[config.mk]
export PLATFORM = sky130hd
export DESIGN_NAME = complex_addsub_drain
export DESIGN_NICKNAME = d
export VERILOG_FILES = /design/src/rtl/complex_addsub_drain.sv
export SDC_FILE = /design/constraint.sdc
export NUM_CORES = 1
export LEC_CHECK = 0
export CORE_AREA = 2 2 406 408
export DETAILED_ROUTE_END_ITERATION = 12
export DIE_AREA = 0 0 408 410
export GPL_TIMING_DRIVEN = 0
export PLACE_DENSITY = 0.37
export SLEW_MARGIN = 30
export SYNTH_ARGS = -nofsm -noshare
export SYNTH_HDL_FRONTEND = slang
export SYNTH_SLANG_ARGS = --single-unit
[constraint.sdc]
create_clock -name clk -period 7 [get_ports clk]
set_clock_uncertainty 0.05 [all_clocks]
set_input_delay 1.4 -clock clk [delete_from_list [all_inputs] [get_ports clk]]
set_output_delay 1.4 -clock clk [all_outputs]
set_load 0.005 [all_outputs]
[src/rtl/complex_addsub_drain.sv]
// Receive side of the complex FP add/sub result stream: credit-gated launch, FWFT FIFO, ready/valid output.
// Optional delivered-result counter is built when DRAIN_PKT_CNT_EN is defined; otherwise pkt_cnt is tied to 0.
`timescale 1ns/1ps

module complex_addsub_drain #(
  parameter int DATA_W = 32,
  parameter int DEPTH  = 16,
  parameter int CNT_W  = 5
) (
  input  logic              clk,
  input  logic              rst_n,
  input  logic              issue_req,
  output logic              issue_ok,
  input  logic              in_valid,
  input  logic [DATA_W-1:0] in_re,
  input  logic [DATA_W-1:0] in_im,
  output logic              m_valid,
  input  logic              m_ready,
  output logic [DATA_W-1:0] m_re,
  output logic [DATA_W-1:0] m_im,
  output logic [CNT_W-1:0]  level,
  output logic [CNT_W-1:0]  inflight,
  output logic              overflow,
  output logic              underflow,
  input  logic              err_clr,
  output logic [31:0]       pkt_cnt
);

  localparam int PTR_W = $clog2(DEPTH);
  localparam logic [CNT_W:0]   DEPTH_EXT = (CNT_W+1)'(DEPTH);
  localparam logic [CNT_W-1:0] DEPTH_CNT = CNT_W'(DEPTH);

  logic [CNT_W-1:0]  level_q, level_d;
  logic [CNT_W-1:0]  inflight_q, inflight_d;
  logic [PTR_W-1:0]  wr_ptr_q, wr_ptr_d;
  logic [PTR_W-1:0]  rd_ptr_q, rd_ptr_d;
  logic              overflow_q, overflow_d;
  logic              underflow_q, underflow_d;
  logic [DATA_W-1:0] mem_re_q [DEPTH];
  logic [DATA_W-1:0] mem_im_q [DEPTH];

  logic launch;
  logic ret;
  logic push;
  logic pop;
  logic full;
  logic wr_en;
  logic ovf_evt;
  logic unf_evt;

  // Credits cover both buffered and still-in-flight results, so a launch always has a slot waiting.
  assign issue_ok = ({1'b0, level_q} + {1'b0, inflight_q}) < DEPTH_EXT;

  assign m_valid   = (level_q != '0);
  assign m_re      = m_valid ? mem_re_q[rd_ptr_q] : '0;
  assign m_im      = m_valid ? mem_im_q[rd_ptr_q] : '0;
  assign level     = level_q;
  assign inflight  = inflight_q;
  assign overflow  = overflow_q;
  assign underflow = underflow_q;

  always_comb begin
    launch  = issue_req & issue_ok;
    ret     = in_valid;
    push    = in_valid;
    pop     = m_valid & m_ready;
    full    = (level_q == DEPTH_CNT);
    // A full FIFO still accepts a write when the head leaves in the same cycle.
    wr_en   = push & (~full | pop);
    ovf_evt = push & full & ~pop;
    unf_evt = ret & ~launch & (inflight_q == '0);

    wr_ptr_d = wr_en ? wr_ptr_q + PTR_W'(1) : wr_ptr_q;
    rd_ptr_d = pop   ? rd_ptr_q + PTR_W'(1) : rd_ptr_q;

    level_d = level_q;
    if (wr_en && !pop) begin
      level_d = level_q + CNT_W'(1);
    end else if (pop && !wr_en) begin
      level_d = level_q - CNT_W'(1);
    end

    inflight_d = inflight_q;
    if (launch && !ret) begin
      inflight_d = inflight_q + CNT_W'(1);
    end else if (ret && !launch && inflight_q != '0) begin
      inflight_d = inflight_q - CNT_W'(1);
    end

    // A fresh error event takes priority over a simultaneous clear.
    overflow_d  = ovf_evt | (overflow_q  & ~err_clr);
    underflow_d = unf_evt | (underflow_q & ~err_clr);
  end

  always_ff @(posedge clk or negedge rst_n) begin
    if (!rst_n) begin
      level_q     <= '0;
      inflight_q  <= '0;
      wr_ptr_q    <= '0;
      rd_ptr_q    <= '0;
      overflow_q  <= 1'b0;
      underflow_q <= 1'b0;
    end else begin
      level_q     <= level_d;
      inflight_q  <= inflight_d;
      wr_ptr_q    <= wr_ptr_d;
      rd_ptr_q    <= rd_ptr_d;
      overflow_q  <= overflow_d;
      underflow_q <= underflow_d;
    end
  end

  always_ff @(posedge clk) begin
    if (wr_en) begin
      mem_re_q[wr_ptr_q] <= in_re;
      mem_im_q[wr_ptr_q] <= in_im;
    end
  end

`ifdef DRAIN_PKT_CNT_EN
  logic [31:0] pkt_cnt_q;

  always_ff @(posedge clk or negedge rst_n) begin
    if (!rst_n) begin
      pkt_cnt_q <= '0;
    end else if (pop) begin
      pkt_cnt_q <= pkt_cnt_q + 32'd1;
    end
  end

  assign pkt_cnt = pkt_cnt_q;
`else
  assign pkt_cnt = '0;
`endif

endmodule

==> metrics <==
Final Hold Fails=0; die width=408 µm; Mapped Avg Cell Area=23.3 µm²; HP Class=reg -> reg; initial antenna violation count=10; multiplexer share of the synthesized area=17.8%; largest cells by area after synthesis=edfxtp_1 76%, mux4_2 12%, mux2i_1 3.2%; Synthesis Warnings=0; Static Leak=15.9 nW; Crit Path Category=reg -> out; commonest cells after routing, fill and taps aside=1024 x edfxtp_1, 215 x mux4_2, 145 x clkdlybuf4s50_1, 130 x mux2i_1, 118 x clkbuf_16; Power Dens Cells=417 nW/µm²; final WL=111 mm; RSZ-0062 raised after global routing=no; CP required=5.55 ns; worst vdd ir=179 µV; largest net degree at the start of global routing=29; via count=18.7k; antenna-violating nets left=0; Reg clk slew, reported paths=0.06 ns; final count of pins violating max slew=0; Critical Path Sink Type=output port; Synth Area in Adders=0.592%; CTS Hold Buffers Added=0; Simple-Gate Fraction of Synth Area=0.712%; Tmin final=5.28 ns; crit-path max FO=10; clk root buf=clkbuf_16; Worst-Skew Late Latency=0.71 ns; DIE HEIGHT=410 µm; Port Buf Inserts=146; Seq/Total Area, Yosys=77.0%; commonest non-fill, non-tap cell in the layout=edfxtp_1; die area=167000 µm²; fmax=190 MHz; outcome=finished clean; DR WL/cell=25.5 µm; placed insts=4136; H-tree levels=3; Total Power=0.0206 W; setup bufs post-CTS=0; Cell variety after synth=40; core area=163000 µm²; asr flop ratio synth=1.92%; non-filler instance count after layout=4349; cts repair resizes=0; DR pass1 iterations=5; Least-Margin Pin Slew=0.920 ns; vias per std cell=4.30; nets=2153; Synth top area share=75.8%; # IOs=180; crit start category=flip-flop; fraction of layout cells with a size suffix above 1=25.3%; detailed-route DRC error count=0; Worst Path Arrival=3.83 ns; number of synthesized flops with an enable pin=1024; drt initial violations=1377; Initial Util=24.8%; P&R area growth vs syn=21.9%; Cell Area, Synth=40600 µm²; first-pass GRT wire length=155 mm; global placement routability congestion=0.675; CTS tree=done; Row Count=149; largest family of logic cells by synthesized area=multiplexers; Final TNS setup=0 ns; synthesized flop and latch total=1044; Worst slew margin=38.7%; Synth area leader=edfxtp_1; GR Overflow Total=0; Gate Count Post-Synth=1738; Setup-failing EPs final=0; Most used DFF post-synth=edfxtp_1; pre-CTS setup slack=1.97 ns; Num CTS Buffers=116; final worst path period share=75.4%; post-DP HPWL=68.1 mm; Max Root-Sink Buffers=3; Post-Synth XOR/XNOR Area=0.302%; Max Cap Violations=0; Final Worst Setup Slack=1.72 ns; vias in the first global route=20.4k; Compound-Gate Fraction of Synth Area=1.31%; GRT Total Usage=13.1%; clk sinks=1044
[registers in the layout (all words and copies together), names as in the netlist]
signal,cells
overflow,1
rd_ptr_q,4
underflow,1
mem_im_q,512
mem_re_q,512
wr_ptr_q,4
inflight,5
level,5
[critical path: stages, from the launching register on]
cell and delay, ns:
dfrtp_1 0.32, buf_2 0.23, buf_2 0.47, buf_2 0.47, mux4_2 0.27, mux2i_1 0.07, o22ai_1 0.63, clkdlybuf4s50_1 0.64
[worst paths after layout]
check	from	slack (ns)	cells after the start	endpoint
max	rd_ptr_q[2]	1.72	7	m_im[11]
min	underflow	0.50	2	underflow
max reg2reg	level[1]	3.78	12	level[4]
min reg2reg	underflow	0.50	2	underflow
max in group asynchronous	rst_n	5.91	1	wr_ptr_q[2]
min in group asynchronous	rst_n	0.61	1	inflight[4]
[per-layer routing]
layer / wire, µm / part of all wire (%) / GRT usage (%)
met5: 40 / 0.036 / 0
met4: 1720 / 1.6 / 3.08
met3: 5040 / 4.5 / 2.38
met2: 54700 / 49 / 22.2
met1: 49200 / 44 / 17.5
[stage by stage]
stage / area (µm²) / utilization [%] / hold slack, ns
6_report: 49500 / 30.2 / 0.496
5_1_grt: 49500 / 30.2 / 0.526
4_1_cts: 49500 / 30.2 / 0.498
3_5_place_dp: 45700 / 27.9 / 0.472
3_3_place_gp: 44900 / 27.5 / 0.478
2_1_floorplan: 40700 / - / 0.461
[cell usage after synthesis, drive strengths merged (2+ instances only)]
library cell / instances
a21o: 2
a21oi: 6
and2: 8
and3: 9
buf: 111
clkbuf: 11
dfrtp: 20
edfxtp: 1024
fa: 2
ha: 16
inv: 13
mux2i: 130
mux4: 256
nand2: 11
nand2b: 3
nand3: 3
nand4: 3
nor2: 4
nor2b: 3
nor3: 4
o21ai: 6
o22ai: 68
xnor2: 9
xor2: 5
[power breakdown]
| part | internal [W] | switching (W) | leakage, nW |
|---|---|---|---|
| Sequential | 0.00753 | 0.000165 | 9.49 |
| Combinational | 0.00316 | 0.00373 | 4.57 |
| Clock | 0.00358 | 0.00247 | 1.84 |
[final cells by class]
cell class | instances | area [µm²]
fill | 15783 | 114000
sequential | 1044 | 31300
multi-input combinational | 590 | 8600
clock buffer | 140 | 3040
tap | 2189 | 2740
timing repair buffer | 178 | 2190
buffer | 122 | 856
clock inverter | 72 | 734
inverter | 13 | 48.8
antenna | 1 | 2.50
[logic make-up after synthesis]
logic type / count (synthesis)
other cells: 1
fa+ha+maj: 18
simple gates: 53
mux: 387
flops: 1044
buf+inv: 135
compound gates: 86
xor+xnor: 14
Power figures use the tool's default switching activity.
